===== src/rtl/ex_stage.sv =====
// Execute stage: ALU, branch resolution and an optional iterative shift-add multiplier.
// Latency: 1 cycle for non-MUL ops; MUL takes 33 edges from presentation to result.
// Backpressure: stall_out holds the upstream stages while a MUL runs. Build with EX_MUL_EN for MUL.
module ex_stage #(
    parameter int XLEN       = 32,
    parameter int MUL_CYCLES = 32
) (
    input  logic         clk,
    input  logic         rst,
    input  logic [115:0] id_ex_in,
    output logic         stall_out,
    output logic [89:0]  ex_mem_out
);

    localparam logic [3:0] OP_ADD  = 4'd0;
    localparam logic [3:0] OP_SUB  = 4'd1;
    localparam logic [3:0] OP_AND  = 4'd2;
    localparam logic [3:0] OP_OR   = 4'd3;
    localparam logic [3:0] OP_XOR  = 4'd4;
    localparam logic [3:0] OP_SLL  = 4'd5;
    localparam logic [3:0] OP_SRL  = 4'd6;
    localparam logic [3:0] OP_SRA  = 4'd7;
    localparam logic [3:0] OP_SLT  = 4'd8;
    localparam logic [3:0] OP_SLTU = 4'd9;
    localparam logic [3:0] OP_MUL  = 4'd10;
    localparam logic [3:0] OP_BEQ  = 4'd11;
    localparam logic [3:0] OP_BNE  = 4'd12;

    // ID/EX bundle fields
    logic [XLEN-1:0] op_a;
    logic [XLEN-1:0] op_b;
    logic [15:0]     imm;
    logic [15:0]     pc;
    logic [4:0]      rd;
    logic [3:0]      alu_op;
    logic            use_imm;
    logic            reg_write;
    logic            mem_read;
    logic            mem_write;
    logic            branch;
    logic            in_vld;

    assign op_a      = id_ex_in[115:84];
    assign op_b      = id_ex_in[83:52];
    assign imm       = id_ex_in[51:36];
    assign pc        = id_ex_in[35:20];
    assign rd        = id_ex_in[19:15];
    assign alu_op    = id_ex_in[14:11];
    assign use_imm   = id_ex_in[10];
    assign reg_write = id_ex_in[9];
    assign mem_read  = id_ex_in[8];
    assign mem_write = id_ex_in[7];
    assign branch    = id_ex_in[6];
    assign in_vld    = id_ex_in[5];

    // Reserved input bits and the width sanity relation are intentionally not used by logic.
    logic unused_ok;
    assign unused_ok = ^{id_ex_in[4:0], (MUL_CYCLES == XLEN)};

    logic [XLEN-1:0] imm_sext;
    logic [XLEN-1:0] opb_sel;
    logic [4:0]      shamt;

    assign imm_sext = {{(XLEN-16){imm[15]}}, imm};
    assign opb_sel  = use_imm ? imm_sext : op_b;
    assign shamt    = opb_sel[4:0];

    logic [XLEN-1:0] alu_res;
    logic            is_branch_op;
    logic            br_cond;

    // Single-cycle ALU and branch condition; MUL and reserved codes yield 0 here.
    always_comb begin
        alu_res      = '0;
        is_branch_op = 1'b0;
        br_cond      = 1'b0;
        case (alu_op)
            OP_ADD:  alu_res = op_a + opb_sel;
            OP_SUB:  alu_res = op_a - opb_sel;
            OP_AND:  alu_res = op_a & opb_sel;
            OP_OR:   alu_res = op_a | opb_sel;
            OP_XOR:  alu_res = op_a ^ opb_sel;
            OP_SLL:  alu_res = op_a << shamt;
            OP_SRL:  alu_res = op_a >> shamt;
            OP_SRA:  alu_res = $unsigned($signed(op_a) >>> shamt);
            OP_SLT:  alu_res = {{(XLEN-1){1'b0}}, ($signed(op_a) < $signed(opb_sel))};
            OP_SLTU: alu_res = {{(XLEN-1){1'b0}}, (op_a < opb_sel)};
            OP_BEQ: begin
                is_branch_op = 1'b1;
                br_cond      = (op_a == op_b);
            end
            OP_BNE: begin
                is_branch_op = 1'b1;
                br_cond      = (op_a != op_b);
            end
            default: alu_res = '0;
        endcase
    end

    logic        br_taken;
    logic [15:0] br_target;
    logic [89:0] single_out;

    assign br_taken   = is_branch_op & branch & in_vld & br_cond;
    assign br_target  = is_branch_op ? (pc + imm) : 16'h0000;
    assign single_out = in_vld ? {alu_res, op_b, rd, reg_write, mem_read, mem_write,
                                  br_taken, br_target, 1'b1}
                               : 90'b0;

    logic [89:0] ex_mem_d;
    logic [89:0] ex_mem_q;

    assign ex_mem_out = ex_mem_q;

`ifdef EX_MUL_EN
    localparam logic [0:0] S_IDLE     = 1'b0;
    localparam logic [0:0] S_MUL_BUSY = 1'b1;

    logic [0:0]      state_d,  state_q;
    logic [XLEN-1:0] mcand_d,  mcand_q;
    logic [XLEN-1:0] mplier_d, mplier_q;
    logic [XLEN-1:0] acc_d,    acc_q;
    logic [4:0]      cnt_d,    cnt_q;
    logic [XLEN-1:0] sd_d,     sd_q;
    logic [4:0]      rd_d,     rd_q;
    logic            rw_d,     rw_q;
    logic            mr_d,     mr_q;
    logic            mw_d,     mw_q;

    logic            mul_start;
    logic            mul_last;
    logic [XLEN-1:0] acc_step;

    assign mul_start = (state_q == S_IDLE) & in_vld & (alu_op == OP_MUL);
    assign mul_last  = (cnt_q == 5'(MUL_CYCLES - 1));
    assign acc_step  = acc_q + (mplier_q[0] ? mcand_q : '0);

    // Upstream hold: from MUL presentation until the final iteration is underway.
    assign stall_out = ~rst & (mul_start | ((state_q == S_MUL_BUSY) & ~mul_last));

    // Next-state for the multiplier FSM, its datapath and the output bundle.
    always_comb begin
        state_d  = state_q;
        mcand_d  = mcand_q;
        mplier_d = mplier_q;
        acc_d    = acc_q;
        cnt_d    = cnt_q;
        sd_d     = sd_q;
        rd_d     = rd_q;
        rw_d     = rw_q;
        mr_d     = mr_q;
        mw_d     = mw_q;
        ex_mem_d = 90'b0;
        if (state_q == S_IDLE) begin
            if (mul_start) begin
                state_d  = S_MUL_BUSY;
                mcand_d  = op_a;
                mplier_d = opb_sel;
                acc_d    = '0;
                cnt_d    = 5'd0;
                sd_d     = op_b;
                rd_d     = rd;
                rw_d     = reg_write;
                mr_d     = mem_read;
                mw_d     = mem_write;
            end else begin
                ex_mem_d = single_out;
            end
        end else begin
            acc_d    = acc_step;
            mcand_d  = mcand_q << 1;
            mplier_d = mplier_q >> 1;
            cnt_d    = cnt_q + 5'd1;
            if (mul_last) begin
                state_d  = S_IDLE;
                cnt_d    = 5'd0;
                ex_mem_d = {acc_step, sd_q, rd_q, rw_q, mr_q, mw_q, 1'b0, 16'h0000, 1'b1};
            end
        end
    end

    // State and EX/MEM registers; reset abandons any multiply in flight.
    always_ff @(posedge clk) begin
        if (rst) begin
            state_q  <= S_IDLE;
            mcand_q  <= '0;
            mplier_q <= '0;
            acc_q    <= '0;
            cnt_q    <= 5'd0;
            sd_q     <= '0;
            rd_q     <= 5'd0;
            rw_q     <= 1'b0;
            mr_q     <= 1'b0;
            mw_q     <= 1'b0;
            ex_mem_q <= 90'b0;
        end else begin
            state_q  <= state_d;
            mcand_q  <= mcand_d;
            mplier_q <= mplier_d;
            acc_q    <= acc_d;
            cnt_q    <= cnt_d;
            sd_q     <= sd_d;
            rd_q     <= rd_d;
            rw_q     <= rw_d;
            mr_q     <= mr_d;
            mw_q     <= mw_d;
            ex_mem_q <= ex_mem_d;
        end
    end
`else
    // Without the multiplier every op, including code 10, completes in one cycle.
    assign stall_out = 1'b0;

    // Next EX/MEM bundle straight from the single-cycle path.
    always_comb begin
        ex_mem_d = single_out;
    end

    // EX/MEM register.
    always_ff @(posedge clk) begin
        if (rst) begin
            ex_mem_q <= 90'b0;
        end else begin
            ex_mem_q <= ex_mem_d;
        end
    end
`endif

endmodule


===== config.mk =====
export PLATFORM = sky130hd
export DESIGN_NAME = ex_stage
export DESIGN_NICKNAME = d
export VERILOG_FILES = /design/src/rtl/ex_stage.sv
export SDC_FILE = /design/constraint.sdc
export NUM_CORES = 1
export LEC_CHECK = 0
export CAP_MARGIN = 40
export CORE_MARGIN = 4
export CORE_UTILIZATION = 40
export DETAILED_ROUTE_END_ITERATION = 8
export PLACE_DENSITY = 0.74
export SETUP_SLACK_MARGIN = 0.15
export SLEW_MARGIN = 20
export SYNTH_ARGS = -nofsm -noshare
export SYNTH_HDL_FRONTEND = slang
export SYNTH_SLANG_ARGS = --single-unit

===== constraint.sdc =====
create_clock -name clk -period 6.5 [get_ports clk]
set_input_delay 1.95 -clock clk [delete_from_list [all_inputs] [get_ports clk]]
set_output_delay 1.95 -clock clk [all_outputs]
set_load 0.05 [all_outputs]

Word level (Yosys, flattened, before mapping). Index checks and enable logic that the tools add are counted. Widths: inputs -> output; s select.

Add/sub/neg operators: 3. Order comparisons: 2. Eq/ne operators: 13. Shifts and indexed selects: 3. Mux-type cells: 5. Bitwise logic cells: 8. Reduce and logical (&&, ||, !) cells: 4.

Operators with widths (number): $pmux 32 s10 (1); $lt 32x32->1 (2); $add 32x32->32 (1); $and 32x32->32 (1); $eq 32x32->1 (1); $mux 32 (1); $ne 32x32->1 (1); $or 32x32->32 (1); $shl 32x5->32 (1); $shr 32x5->32 (1); $sshr 32x5->32 (1); $sub 32x32->32 (1); $xor 32x32->32 (1); $add 16x16->16 (1); $eq 4x3->1 const B (4); $eq 4x4->1 const B (4); $eq 4x2->1 const B (2); $eq 4x1->1 const B (1); $logic_not 4->1 (1); $reduce_or 2->1 (2); $and 1x1->1 (3); $reduce_or 3->1 (1); $mux 1 (2); $not 1->1 (2); $pmux 1 s2 (1).

Flip-flop bits (word level): 90. Input port bits: 118. Output and inout port bits: 91. Word-level logic and storage cells: 41.

Longest topological paths before layout. Gate-level depths: netlist (run 1).

Word-level depth: 6. Depth in mapped cells: 17.

Worst setup path before layout (run 1). OpenSTA, ideal clock, no wires.

Kind: input-to-reg. Start: input port id_ex_in[10]. End: register ex_mem_q[85], in the netlist ex_mem_out[85]. Library setup time: 0.125 ns. Arrival: 5.660 ns. Required time: 6.375 ns. Path slack: 0.714 ns. Stages on the path: 16. Path through: buf_2 -> mux2i_1 -> buf_2 -> clkbuf_1 -> buf_1 -> clkbuf_1 -> ha_1 -> inv_2 -> a2111oi_4 -> a21boi_2 -> o41ai_2 -> o211ai_4 -> o31ai_4 -> o22a_1 -> a21oi_1 -> o41a_1.

Word-level cells in the longest chain between the ends: 3. Elaborated cells between the ends (all ways): 10.

Ends and longest elaborated chain: from (decl) (line 10) `input logic [115:0] id_ex_in,`; $mux 32 (*) (line 65) `assign opb_sel = use_imm ? imm_sext : op_b;`; $sub 32x32->32 (tied with other cells) (line 79) `OP_SUB: alu_res = op_a - opb_sel;`; $pmux 32 s10 (*) (line 77) `case (alu_op)`; to (signal assigned) (line 224) `ex_mem_q <= ex_mem_d;`; to (decl) (line 111) `logic [89:0] ex_mem_q;`.

Mark *: on every way between the ends. The rest lies on a longest branch, timed or not. A chain may end at the register's enable or synchronous reset.

Worst setup path after layout (run 1).
Start: input port id_ex_in[10]. End: register ex_mem_q[87], in the netlist ex_mem_out[87].

The elaborated chain is that of the path after synthesis.

==> results of run 1 <==
==> worst max-delay path, cell delays in order <==
cell and delay [ns]:
clkdlybuf4s50_1 0.59, buf_4 0.27, clkinv_1 0.18, a21oi_1 0.58, ha_1 0.49, nand2_1 0.13
or4b_1 0.49, a21oi_2 0.28, o21a_1 0.23, a311o_1 0.30, a21oi_1 0.16, o21ba_1 0.23
a211o_1 0.29, o211a_1 0.12
==> cells in the final DEF, fill, tap and decap left out, drive strengths merged, types with 12 or more instances in the layout <==
cell	instances
a211oi	20
nand4	13
a21o	21
o21bai	19
nor4	14
inv	105
o221ai	14
o31ai	12
o21ai	107
xnor2	54
mux4	20
nand2	132
nor3	39
a22oi	15
o211ai	23
a31oi	27
o22ai	28
a221oi	21
clkdlybuf4s50	202
a21oi	149
nand3	29
nor2	191
dfxtp	90
and2	44
nand2b	12
mux2i	100
buf	101
ha	116
==> stage by stage <==
step	total power, mW	hold slack (ns)	instance area [um^2]	setup WS (ns)	utilization (%)
3_5_place_dp	1.94	2.52	15100	0.168	50.4
3_3_place_gp	1.92	2.52	15000	0.282	50.3
2_1_floorplan	1.44	2.07	12200	0.714	-
6_report	2.61	2.13	15400	0.485	51.6
4_1_cts	2.57	2.12	15400	0.557	51.5
5_1_grt	2.72	2.12	15400	0.326	51.6
==> power groups by stage <==
stage | registers [mW] | clock network, mW | logic [mW]
floorplan | 0.661 | 0 | 0.775
global placement | 0.589 | 0 | 1.34
detailed placement | 0.589 | 0 | 1.35
CTS | 0.577 | 0.641 | 1.36
global route | 0.579 | 0.662 | 1.48
finish | 0.576 | 0.633 | 1.40
==> cells by family (layout without fill, tap and decap cells) <==
family,count (synthesis),count (layout),synth area share [%]
AOI/OAI and AO/OA,532,532,29.0
xor gates and xnor gates,64,64,4.59
adders and majority gates,119,119,12.4
buffers and inverters,222,424,7.39
DFF,90,90,14.7
muxes,127,127,12.6
other,1,2,0.0307
and+or+nand+nor,516,516,19.3
==> layout make-up <==
class	instances	area, um^2	share of cell area (%)
sequential	90	1800	11.7
clock inverter	6	96.3	0.625
inverter	105	394	2.56
antenna	1	2.50	0.0162
clock buffer	10	239	1.55
timing repair buffer	303	2780	18.1
tap	390	488	3.17
multi-input combinational	1359	9600	62.3
==> per-layer routing <==
layer	GRT usage [%]	vias up
li1	-	6454
met1	47.3	6922
met2	53.1	953
met3	7.22	110
met4	11.5	0
met5	0	-
==> worst max-delay path by stage <==
stage,startpoint,cells past startpoint,endpoint
2_1_floorplan,id_ex_in[10],16,ex_mem_out[85]$_SDFF_PP0_
4_1_cts,id_ex_in[10],15,ex_mem_out[81]$_SDFF_PP0_
6_report,id_ex_in[10],14,ex_mem_out[87]$_SDFF_PP0_
5_1_grt,id_ex_in[10],16,ex_mem_out[58]$_SDFF_PP0_
3_5_place_dp,id_ex_in[10],15,ex_mem_out[81]$_SDFF_PP0_
3_3_place_gp,id_ex_in[10],15,ex_mem_out[81]$_SDFF_PP0_
==> flow_metrics.tcl, run 1 <==
set metrics [dict create \
    status "complete, no violations" \
    clockBufferDepth 2 \
    startpoint_type "primary input" \
    grt_pass1_vias 13595 \
    p_clk_share_pct 24.3 \
    wl_met3_um 6780 \
    cts_sinks 90 \
    finalSetupViolCount 0 \
    cts.clk_slew.worst_paths_ns 0.09 \
    cts_resized 0 \
    worstSetupPathType "in2reg" \
    synth-edff-count 0 \
    numPortBuffers 202 \
    nNetsFinal 2105 \
    crit_arrival_ns 6.30 \
    m1WireLength_um 24900 \
    seqPwrFrac_pct 22.1 \
    cell_internal_pwr_mw 1.44 \
    critical_path.max_fanout 10 \
    drt-total-wl_um 59700 \
    hold_buffers 0 \
    avgSynthCellArea_um2 7.31 \
    grt-ovfl-total 0 \
    grt_usage_pct 34.1 \
    area_growth_pct 26.0 \
    ir_drop_uv 115 \
    cp.required_ns 6.78 \
    wl_per_cell_um 26.4 \
    synthTopCellsByCount "nor2_1 (191), a21oi_1 (147), nand2_1 (132)" \
    final-instance-count-excl-fill 2264 \
    synth_flop_cell "dfxtp_1" \
    grt_max_degree 60 \
    synthTopCellsByArea "dfxtp_1 (15%), ha_1 (12%), mux2i_1 (7.9%)" \
    num_vias 14439 \
    dieArea_um2 33400 \
    syn-cell-area_um2 12200 \
    cts_root_buf "clkbuf_16" \
    row_count 63 \
    fmaxAchievable_ghz 0.166 \
    die_w_um 183 \
    largest_reg_flops 90 \
    p_per_area_nw_per_um2 169 \
    post_cts_buffers 0 \
    whs_path_depth 2 \
    synth_cells 1671 \
    rsz0062_at_grt "no" \
    wl_met2_um 25600 \
    period_minus_slack_ns 6.02 \
    layout-drive-gt1-share_pct 9.77 \
    ys_warn_count 0 \
    cts_max_level 3 \
    coreArea_um2 29900 \
    synth.yosys.seq_area_share_pct 14.7 \
    hold_class "in2reg" \
    min_from "id_ex_in[17]" \
    antenna_found_initial 0 \
    yosys.cell_types.count 87 \
    start_util_pct 40.9 \
    dpl.hpwl_um 46900 \
    maxCapViolations 0 \
    viasPerCell 6.38 \
    drtIter0Drc 1702 \
    setup_tns_ns 0 \
    synth_top_cell_by_area "dfxtp_1" \
    gp_congestion 1.03 \
    fillers 2955 \
    yosysMostFrequentCell "nor2_1" \
    tightest_slew_ns 0.980 \
    drc 0 \
    routed.top_layer "met4" \
    relSlewSlack_pct 34.7 \
    synth_top_area_share_pct 14.7 \
    dp_cells 2246 \
    first_pass_iters 6 \
    drtAntennaViolNets 0 \
    cts_tree "built" \
    fin_crit_sh_pct 92.5 \
    synthArstFlopShare_pct 0 \
    io_pins 209 \
    die_h_um 183 \
    drv_slew 0 \
    switching_power_mw 1.17 \
    yosys_register_bits 90 \
    hold_viol 0 \
    grt_pass1_wl_um 87500 \
    pwr-share-comb_pct 53.6 \
    p_sw_share_pct 44.8 \
    cts_buffers 9 \
    cp-end-kind "flip-flop" \
    holdPathEnd "ex_mem_out[23]$_SDFF_PP0_" \
    syn_nets 1908 \
    p_leak_nw 6.44 \
]
Note: power is estimated with default switching activity, not from simulation.
==> run 2: changes to the inputs <==
PLACE_DENSITY = 0.64   (was 0.74)
==> run 2 against run 1 <==
  * Wire length grew 0.77%
  * Largest cell class unchanged
  * Design area is essentially flat
  * Critical path type unchanged
  * Via count down 1.4%
  * Clock-buffer cell count unchanged
  * First-iteration DRC count up 4.5%
  * Critical endpoint is now ex_mem_out[85]$_SDFF_PP0_
  * Worst setup slack worse by 0.0034 ns
  * Fmax is essentially flat
  * Worst hold slack got worse by 0.025 ns
==> flow_metrics.tcl, run 2 (synthesis gave the netlist of run 1 again) <==
set metrics [dict create \
    status "complete, no violations" \
    rsz0062_at_grt "no" \
    largest_reg_flops 90 \
    coreArea_um2 29900 \
    cp.required_ns 6.76 \
    drv_slew 0 \
    cts_sinks 90 \
    drtAntennaViolNets 0 \
    grt-ovfl-total 0 \
    p_per_area_nw_per_um2 162 \
    first_pass_iters 7 \
    drtIter0Drc 1778 \
    grt_usage_pct 34.8 \
    tightest_slew_ns 0.876 \
    dieArea_um2 33400 \
    cp-end-kind "flip-flop" \
    crit_arrival_ns 6.28 \
    layout-drive-gt1-share_pct 10.1 \
    cts_resized 0 \
    most-common-layout-cells "clkdlybuf4s50_1 (202), nor2_1 (191), a21oi_1 (147), nand2_1 (132), ha_1 (116)" \
    switching_power_mw 1.14 \
    final-instance-count-excl-fill 2273 \
    drt-total-wl_um 60200 \
    numPortBuffers 202 \
    cts.clk_slew.worst_paths_ns 0.07 \
    pwr-share-comb_pct 56.5 \
    num_vias 14240 \
    grt_max_degree 60 \
    fmaxAchievable_ghz 0.166 \
    cts_buffers 9 \
    cts_tree "built" \
    seqPwrFrac_pct 23.2 \
    clockBufferDepth 2 \
    hold_buffers 0 \
    wl_per_cell_um 26.5 \
    period_minus_slack_ns 6.02 \
    p_clk_share_pct 20.4 \
    maxCapViolations 0 \
    die_h_um 183 \
    grt_pass1_wl_um 88200 \
    hold_viol 0 \
    antenna_found_initial 1 \
    cell_internal_pwr_mw 1.35 \
    fin_crit_sh_pct 92.6 \
    relSlewSlack_pct 41.5 \
    dp_slack_ns 0.167 \
    startpoint_type "primary input" \
    grt_pass1_vias 13404 \
    ir_drop_uv 129 \
    die_w_um 183 \
    drc 0 \
    finalSetupViolCount 0 \
    critical_path.max_fanout 18 \
    final_common_cell "clkdlybuf4s50_1" \
    dpl.hpwl_um 47200 \
    setup_tns_ns 0 \
    hold_class "in2reg" \
    fin_util_pct 51.6 \
    area_growth_pct 26.1 \
    viasPerCell 6.26 \
    dp_cells 2255 \
    fin_ws_ns 0.481 \
    nNetsFinal 2114 \
    cts_max_level 3 \
    start_util_pct 40.9 \
    io_pins 209 \
    p_sw_share_pct 45.8 \
    row_count 63 \
    post_cts_buffers 0 \
    fillers 2936 \
    cts_root_buf "clkbuf_16" \
    gp_congestion 1.01 \
    worstSetupPathType "in2reg" \
    p_leak_nw 6.46 \
]
-- run 2: cell count changes in the layout (fill, tap and decap cells not counted) --
cell | before | now
buf_4 | 98 | 108
clkinv_2 | 0 | 3
buf_2 | 2 | 0
bufinv_16 | 2 | 0
buf_12 | 0 | 1
buf_8 | 1 | 0
clkbuf_1 | 0 | 1
clkbuf_2 | 0 | 1
clkbuf_8 | 1 | 0
clkinv_4 | 1 | 0
inv_6 | 1 | 2
inv_8 | 1 | 0
nand3_1 | 28 | 29
nand3_2 | 1 | 0
-- run 2: routing by layer --
layer / global-route usage, % / routed length (um) / up-vias
li1: - / - / 6464
met1: 48.0 / 24600 / 6691
met2: 51.0 / 25100 / 955
met3: 8.69 / 7510 / 130
met4: 16.3 / 2960 / 0
met5: 0 / 0 / -
-- run 2: worst paths after layout --
| check | startpoint | to | slack (ns) | cells past startpoint |
|---|---|---|---|---|
| worst max-delay path | id_ex_in[10] | ex_mem_out[85]$_SDFF_PP0_ | 0.48 | 14 |
| worst min-delay path | id_ex_in[6] | ex_mem_out[17]$_SDFF_PP0_ | 2.10 | 3 |
-- run 2: metrics by stage --
step | cell area (um^2) | power (mW) | hold slack, ns
after floorplan | 12200 | 1.44 | 2.07
final | 15400 | 2.49 | 2.10
after global routing | 15400 | 2.61 | 2.12
after detailed placement | 15100 | 1.95 | 2.50
after CTS | 15400 | 2.47 | 2.09
after global placement | 15100 | 1.94 | 2.50
-- run 2: power groups by stage --
stage	clock, mW	combinational (mW)	sequential, mW
3_3_place_gp	0	1.35	0.589
4_1_cts	0.524	1.36	0.577
2_1_floorplan	0	0.775	0.661
6_report	0.507	1.41	0.577
5_1_grt	0.546	1.49	0.579
3_5_place_dp	0	1.36	0.589
-- run 2: critical path: stages --
cell and delay, ns:
clkdlybuf4s50_1 0.62, buf_4 0.24, mux2i_4 0.31, buf_4 0.35
ha_1 0.34, a211oi_1 0.28, o21bai_1 0.21, a211oi_2 0.42
a21oi_2 0.17, o21a_1 0.25, a311o_1 0.35, a221oi_1 0.27
a21oi_1 0.08, o41a_1 0.44
-- run 2: layout make-up --
type,count,area (um^2),share of cell area (%)
multi-input cells,1359,9590,62.3
flip-flops and latches,90,1800,11.7
clock inverters,6,40.0,0.260
repair buffers,312,2860,18.5
inverters,105,394,2.56
clock buffers,10,229,1.49
diodes,1,2.50,0.0162
well taps,390,488,3.17
